--- src/rtl/simmem_mem_responder.sv ---
// Simulated memory responder: queues read/write addresses, answers reads with
// address-derived data after a fixed latency and acknowledges completed writes.

package simmem_pkg;
    parameter int IdW           = 4;
    parameter int AddrW         = 16;
    parameter int DataW         = 32;
    parameter int MaxRBurstLenW = 3;

    typedef struct packed {
        logic [IdW-1:0]           id;
        logic [AddrW-1:0]         addr;
        logic [MaxRBurstLenW-1:0] burst_len;
    } raddr_t;

    typedef struct packed {
        logic [IdW-1:0]           id;
        logic [MaxRBurstLenW-1:0] burst_len;
    } waddr_t;

    typedef struct packed {
        logic [DataW-1:0] data;
    } wdata_t;

    typedef struct packed {
        logic [IdW-1:0]   id;
        logic [DataW-1:0] data;
        logic             last;
    } rdata_t;

    typedef struct packed {
        logic [IdW-1:0] id;
    } wrsp_t;
endpackage

module simmem_fifo #(
    parameter int  Depth = 4,
    parameter type T     = logic
) (
    input  logic clk_i,
    input  logic rst_i,
    input  logic push_i,
    input  T     data_i,
    input  logic pop_i,
    output T     data_o,
    output logic full_o,
    output logic empty_o
);
    localparam int PtrW = $clog2(Depth);

    logic [PtrW:0] wptr_q, rptr_q;
    T              mem_q [Depth];

    // NOTE: sequential state is updated with non-blocking assignments only.
    always_ff @(posedge clk_i or posedge rst_i) begin
        if (rst_i) begin
            wptr_q <= '0;
            rptr_q <= '0;
        end else begin
            if (push_i && !full_o) wptr_q <= wptr_q + (PtrW+1)'(1);
            if (pop_i && !empty_o) rptr_q <= rptr_q + (PtrW+1)'(1);
        end
    end

    // NOTE: storage is not reset; the pointers alone decide which entries are live.
    always_ff @(posedge clk_i) begin
        if (push_i && !full_o) mem_q[wptr_q[PtrW-1:0]] <= data_i;
    end

    assign data_o  = mem_q[rptr_q[PtrW-1:0]];
    assign empty_o = (wptr_q == rptr_q);
    assign full_o  = (wptr_q[PtrW] != rptr_q[PtrW]) &&
                     (wptr_q[PtrW-1:0] == rptr_q[PtrW-1:0]);
endmodule

module simmem_mem_responder
    import simmem_pkg::*;
#(
    parameter int QueueDepth = 4,
    parameter int RspLatency = 3
) (
    input  logic               clk_i,
    input  logic               rst_i,
    input  logic               raddr_valid_i,
    output logic               raddr_ready_o,
    input  simmem_pkg::raddr_t raddr_i,
    input  logic               waddr_valid_i,
    output logic               waddr_ready_o,
    input  simmem_pkg::waddr_t waddr_i,
    input  logic               wdata_valid_i,
    output logic               wdata_ready_o,
    input  simmem_pkg::wdata_t wdata_i,
    output logic               rdata_valid_o,
    input  logic               rdata_ready_i,
    output simmem_pkg::rdata_t rdata_o,
    output logic               wrsp_valid_o,
    input  logic               wrsp_ready_i,
    output simmem_pkg::wrsp_t  wrsp_o
);
    localparam int BeatW = MaxRBurstLenW + 1;
    localparam int LatW  = $clog2(RspLatency + 1);

    typedef enum logic [1:0] {IDLE, WAIT, BURST} rstate_e;

    raddr_t  raddr_head;
    logic    raddr_full, raddr_empty, raddr_pop;
    waddr_t  waddr_head;
    logic    waddr_full, waddr_empty, waddr_pop;
    wrsp_t   wrsp_head, wrsp_in;
    logic    wrsp_full, wrsp_empty, wrsp_push;

    rstate_e                  state_q, state_d;
    logic [LatW-1:0]          lat_q, lat_d;
    logic [BeatW-1:0]         beat_q, beat_d;
    raddr_t                   hold_q, hold_d;
    logic [MaxRBurstLenW-1:0] wbeat_q, wbeat_d;
    logic                     rlast, wdata_hs;

    // Write data carries no information this model keeps.
    logic unused_wdata;
    assign unused_wdata = ^wdata_i;

    simmem_fifo #(.Depth(QueueDepth), .T(raddr_t)) u_raddr_q (
        .clk_i, .rst_i,
        .push_i (raddr_valid_i && raddr_ready_o),
        .data_i (raddr_i),
        .pop_i  (raddr_pop),
        .data_o (raddr_head),
        .full_o (raddr_full),
        .empty_o(raddr_empty)
    );

    simmem_fifo #(.Depth(QueueDepth), .T(waddr_t)) u_waddr_q (
        .clk_i, .rst_i,
        .push_i (waddr_valid_i && waddr_ready_o),
        .data_i (waddr_i),
        .pop_i  (waddr_pop),
        .data_o (waddr_head),
        .full_o (waddr_full),
        .empty_o(waddr_empty)
    );

    simmem_fifo #(.Depth(QueueDepth), .T(wrsp_t)) u_wrsp_q (
        .clk_i, .rst_i,
        .push_i (wrsp_push),
        .data_i (wrsp_in),
        .pop_i  (wrsp_valid_o && wrsp_ready_i),
        .data_o (wrsp_head),
        .full_o (wrsp_full),
        .empty_o(wrsp_empty)
    );

    assign raddr_ready_o = !raddr_full;
    assign waddr_ready_o = !waddr_full;
    assign wdata_ready_o = !waddr_empty && !wrsp_full;
    assign wdata_hs      = wdata_valid_i && wdata_ready_o;
    assign wrsp_in       = '{id: waddr_head.id};
    assign wrsp_valid_o  = !wrsp_empty;
    assign wrsp_o        = wrsp_empty ? '0 : wrsp_head;

    // NOTE: every combinational output gets a default first so no latch is inferred.
    always_comb begin
        wbeat_d   = wbeat_q;
        waddr_pop = 1'b0;
        wrsp_push = 1'b0;
        if (wdata_hs) begin
            if (wbeat_q == waddr_head.burst_len) begin
                wbeat_d   = '0;
                waddr_pop = 1'b1;
                wrsp_push = 1'b1;
            end else begin
                wbeat_d = wbeat_q + MaxRBurstLenW'(1);
            end
        end
    end

    assign rlast = (beat_q == {1'b0, hold_q.burst_len});

    always_comb begin
        state_d   = state_q;
        lat_d     = lat_q;
        beat_d    = beat_q;
        hold_d    = hold_q;
        raddr_pop = 1'b0;
        unique case (state_q)
            IDLE: begin
                if (!raddr_empty) begin
                    raddr_pop = 1'b1;
                    hold_d    = raddr_head;
                    lat_d     = LatW'(RspLatency);
                    state_d   = WAIT;
                end
            end
            WAIT: begin
                lat_d = lat_q - LatW'(1);
                if (lat_q == LatW'(1)) begin
                    beat_d  = '0;
                    state_d = BURST;
                end
            end
            BURST: begin
                if (rdata_ready_i) begin
                    beat_d = beat_q + BeatW'(1);
                    if (rlast) state_d = IDLE;
                end
            end
            default: state_d = IDLE;
        endcase
    end

    always_comb begin
        rdata_o = '0;
        if (state_q == BURST) begin
            rdata_o.id   = hold_q.id;
            rdata_o.data = DataW'(hold_q.addr) + DataW'(beat_q);
            rdata_o.last = rlast;
        end
    end

    assign rdata_valid_o = (state_q == BURST);

    always_ff @(posedge clk_i or posedge rst_i) begin
        if (rst_i) begin
            state_q <= IDLE;
            lat_q   <= '0;
            beat_q  <= '0;
            hold_q  <= '0;
            wbeat_q <= '0;
        end else begin
            state_q <= state_d;
            lat_q   <= lat_d;
            beat_q  <= beat_d;
            hold_q  <= hold_d;
            wbeat_q <= wbeat_d;
        end
    end
endmodule
--- config.mk ---
export PLATFORM = sky130hd
export DESIGN_NAME = simmem_mem_responder
export DESIGN_NICKNAME = d
export VERILOG_FILES = /design/src/rtl/simmem_mem_responder.sv
export SDC_FILE = /design/constraint.sdc
export NUM_CORES = 1
export LEC_CHECK = 0
export CAP_MARGIN = 20
export CORE_UTILIZATION = 55
export DETAILED_ROUTE_END_ITERATION = 6
export PLACE_DENSITY = 0.92
export RECOVER_POWER = 25
export SYNTH_ARGS = -nofsm -noshare
export SYNTH_HDL_FRONTEND = slang
export SYNTH_HIERARCHICAL = 1
export SYNTH_SLANG_ARGS = --single-unit
--- constraint.sdc ---
create_clock -name clk_i -period 4 [get_ports clk_i]
set_clock_uncertainty 0.2 [all_clocks]
set_input_delay 1.2 -clock clk_i [delete_from_list [all_inputs] [get_ports clk_i]]
set_output_delay 1.2 -clock clk_i [all_outputs]
set_load 0.01 [all_outputs]
==> metrics.txt <==
post-route ant nets 0; hpwl dp between 10000 and 15000 um; status finished with violations; Final Max Slew Viols 0; number of core rows 45; number of global-route vias before repair 5526; area of the multi-input gates around 3000 um2; wire per inst around 21 um; Clock Latency Late Sink 0.43 ns; Max Clk Rate 243 MHz; Leakage 3.85 nW; crit path from hold_q[3]; RePlAce Congestion 0.902; register bit total from synthesis 188; Net Sw Frac 36.6%; fraction of final layout cells sized beyond drive strength 1 roughly a quarter; Clock Tree Buf Depth 2; endpoint type of the worst setup path output pin; area of the mapped netlist between 8000 and 9000 um2; Sequential Power Share between 40% and 50%; Layout fillers between 900 and 1000; placed cells ~840; minimum clock period between 4 and 5 ns; worst slack at placement -0.0320 ns; largest net degree at the start of global routing 35; clock share of power a little over a fifth; die width 127 um; Vias about 5200; Avg Synthesized Cell Area around 15 um2; maxcap violations 0; Max VDD drop between 0.3 and 0.4 mV; Critical Path AT approximately 2.7 ns; critical path launch point type register; worst r2r src u_wrsp_q/rptr_q[0]; RSZ-0062 raised after global routing yes; Required @ worst endpoint 2.60 ns; clock slew at reported path FFs approximately 0.07 ns; H-tree levels 4; Slew headroom around 55%; gr ovfl total 0; Switching Power between 2 and 3 mW; CP bufs+invs 3; Post-synth EDFFs 136; Iter 0 DRT Violations 532; chip height about 130 um; failing checks setup timing; Cell Count, Final, Fillers Out between 800 and 900; min-delay src hold_q[21]; crit path max-delay cell type or4_4; top_reg_cell synth edfxtp_1; setup tns final -0.229 ns; Hold Path Class register to register; TritonCTS Sinks roughly 190; Yosys top cell by area edfxtp_1; initial core utilization a little under three fifths; synthesis-to-layout area growth 18.9%; CP max stage delay approximately 0.42 ns; YS warnings 6; Power per Cell Area ~770 nW/um2; Sequential cell area roughly 5400 um2; setup ws final -0.122 ns; Netlist cell types 45; Core Region ~15000 um2; Via density just under 6; Pint ~5.0 mW; CP Cell Sequence ha_2 > inv_2 > fa_2 > nand2b_4 > a21o_4 > buf_6 > or4_4 > a21oi_2 > buf_2; # IOs around 120; Tightest Pin Transition between 0.6 and 0.7 ns; I/O Buffers 67; nets approximately 750; CP Max Fanout 5; TritonRoute pass-1 iters 5; Global Route Usage Sum about a quarter; die area roughly 16000 um2; root buffer cell clkbuf_16; DRC violations left 0; kind of critical path register to output pin; CP delay by family, top adder cells; CTS tree built; fin util about two thirds; Final Cycle Share 103%; CTS Hold Bufs 0; Syn Inst Count roughly 560; Logic pwr share between 30% and 40%; Routed WL roughly 18000 um; initial antenna violation count 1; FFs w/ async S/R, synth about 28%; final setup violation count 3; post-synthesis sequential area ratio a little over three fifths; main area contributors after synthesis edfxtp_1, dfrtp_1, mux4_2; global-route wire length before repair 28000 um; CTS Buf Count 17; share of Yosys cell area claimed by the top area cell type between 40% and 50%; final hold violations 0
[placed cells by master, fill, tap and decap left out, types with 18 or more instances in the layout]
cell             instances
mux4_2                  34
dlygate4sd3_1           23
inv_1                   30
mux2_2                  19
a21oi_1                 26
clkdlybuf4s50_1         30
dfrtp_1                 51
nand2_1                 19
xnor2_1                 18
ha_1                    18
edfxtp_1               136
buf_4                   24
[area by class of cell]
| class | count | area share, % |
|---|---|---|
| Sequential cell | 188 | 52.7 |
| Multi-Input combinational cell | 323 | 29.6 |
| Timing Repair Buffer | 93 | 8.27 |
| Clock buffer | 17 | 4.16 |
| Tap cell | 211 | 2.58 |
| Clock inverter | 15 | 1.54 |
| Inverter | 31 | 1.14 |
| Antenna cell | 1 | 0.0245 |
[stage by stage]
step,power [mW],instance area [um2],hold WS [ns]
finish,7.83,10200,0.303
CTS,7.75,10100,0.307
global placement,5.81,9500,0.282
global route,8.22,10200,0.324
detailed placement,6.06,9500,0.291
floorplan,5.20,8660,0.264
[state kept, by name (all words and copies together) (netlist names)]
name and count:
u_wrsp_q/wptr_q 3, u_waddr_q/mem_q 28, u_waddr_q/wptr_q 3, u_waddr_q/rptr_q 3
beat_q 4, lat_q 2, wbeat_q 3, u_raddr_q/rptr_q 3
u_raddr_q/mem_q 92, u_raddr_q/wptr_q 3, u_wrsp_q/rptr_q 3, u_wrsp_q/mem_q 16
hold_q 23, state_q 2
[logic make-up after synthesis]
| logic type | synth area share (%) |
|---|---|
| multiplexers | 11.6 |
| adder cells (fa/ha/maj) | 3.43 |
| AO/OA/AOI/OAI | 6.75 |
| other | 0.0436 |
| buffers and inverters | 4.03 |
| AND/OR/NAND/NOR | 6.99 |
| XOR/XNOR | 4.55 |
| flip-flops | 62.6 |
[cell usage after synthesis, types with 16 or more instances]
| master | number |
|---|---|
| nor2_1 | 16 |
| mux4_2 | 34 |
| dfrtp_1 | 52 |
| nand2_1 | 19 |
| a21oi_1 | 31 |
| ha_1 | 22 |
| xnor2_1 | 18 |
| buf_4 | 18 |
| edfxtp_1 | 136 |
| mux2_2 | 19 |
| inv_1 | 31 |
[final timing paths]
path	depth (start not counted)	slack, ns	end
setup reg to reg	8	0.97	u_wrsp_q/mem_q[3][2]
min in group asynchronous	2	1.05	u_raddr_q/wptr_q[2]
setup / recovery	9	-0.12	rdata_o[15]
hold / removal	1	0.30	hold_q[21]
max in group asynchronous	3	2.01	state_q[1]
hold reg to reg	1	0.30	hold_q[21]
[layer usage]
layer	global-route usage, %	up-vias	part of all wire, %
li1	-	2269	-
met1	27.5	2623	39
met2	39.8	260	51
met3	4.94	74	5.8
met4	13.7	0	4.5
met5	0	-	0
[repair_timing]
item | CTS | global route
gates resized for setup | 31 | 23
setup buffers | 4 | 4
endpoints found under the setup margin | 13 | 15
pin swaps | 3 | 10
gates cloned | 0 | 0
[power groups by stage]
stage | clock (mW) | sequential [mW] | combinational, mW
after floorplan | 0 | 3.00 | 2.20
final | 1.64 | 3.16 | 3.03
after CTS | 1.66 | 3.13 | 2.96
after global routing | 1.74 | 3.21 | 3.27
after detailed placement | 0 | 3.16 | 2.90
after global placement | 0 | 3.10 | 2.72
No activity file was read; power rests on OpenSTA's default activity.
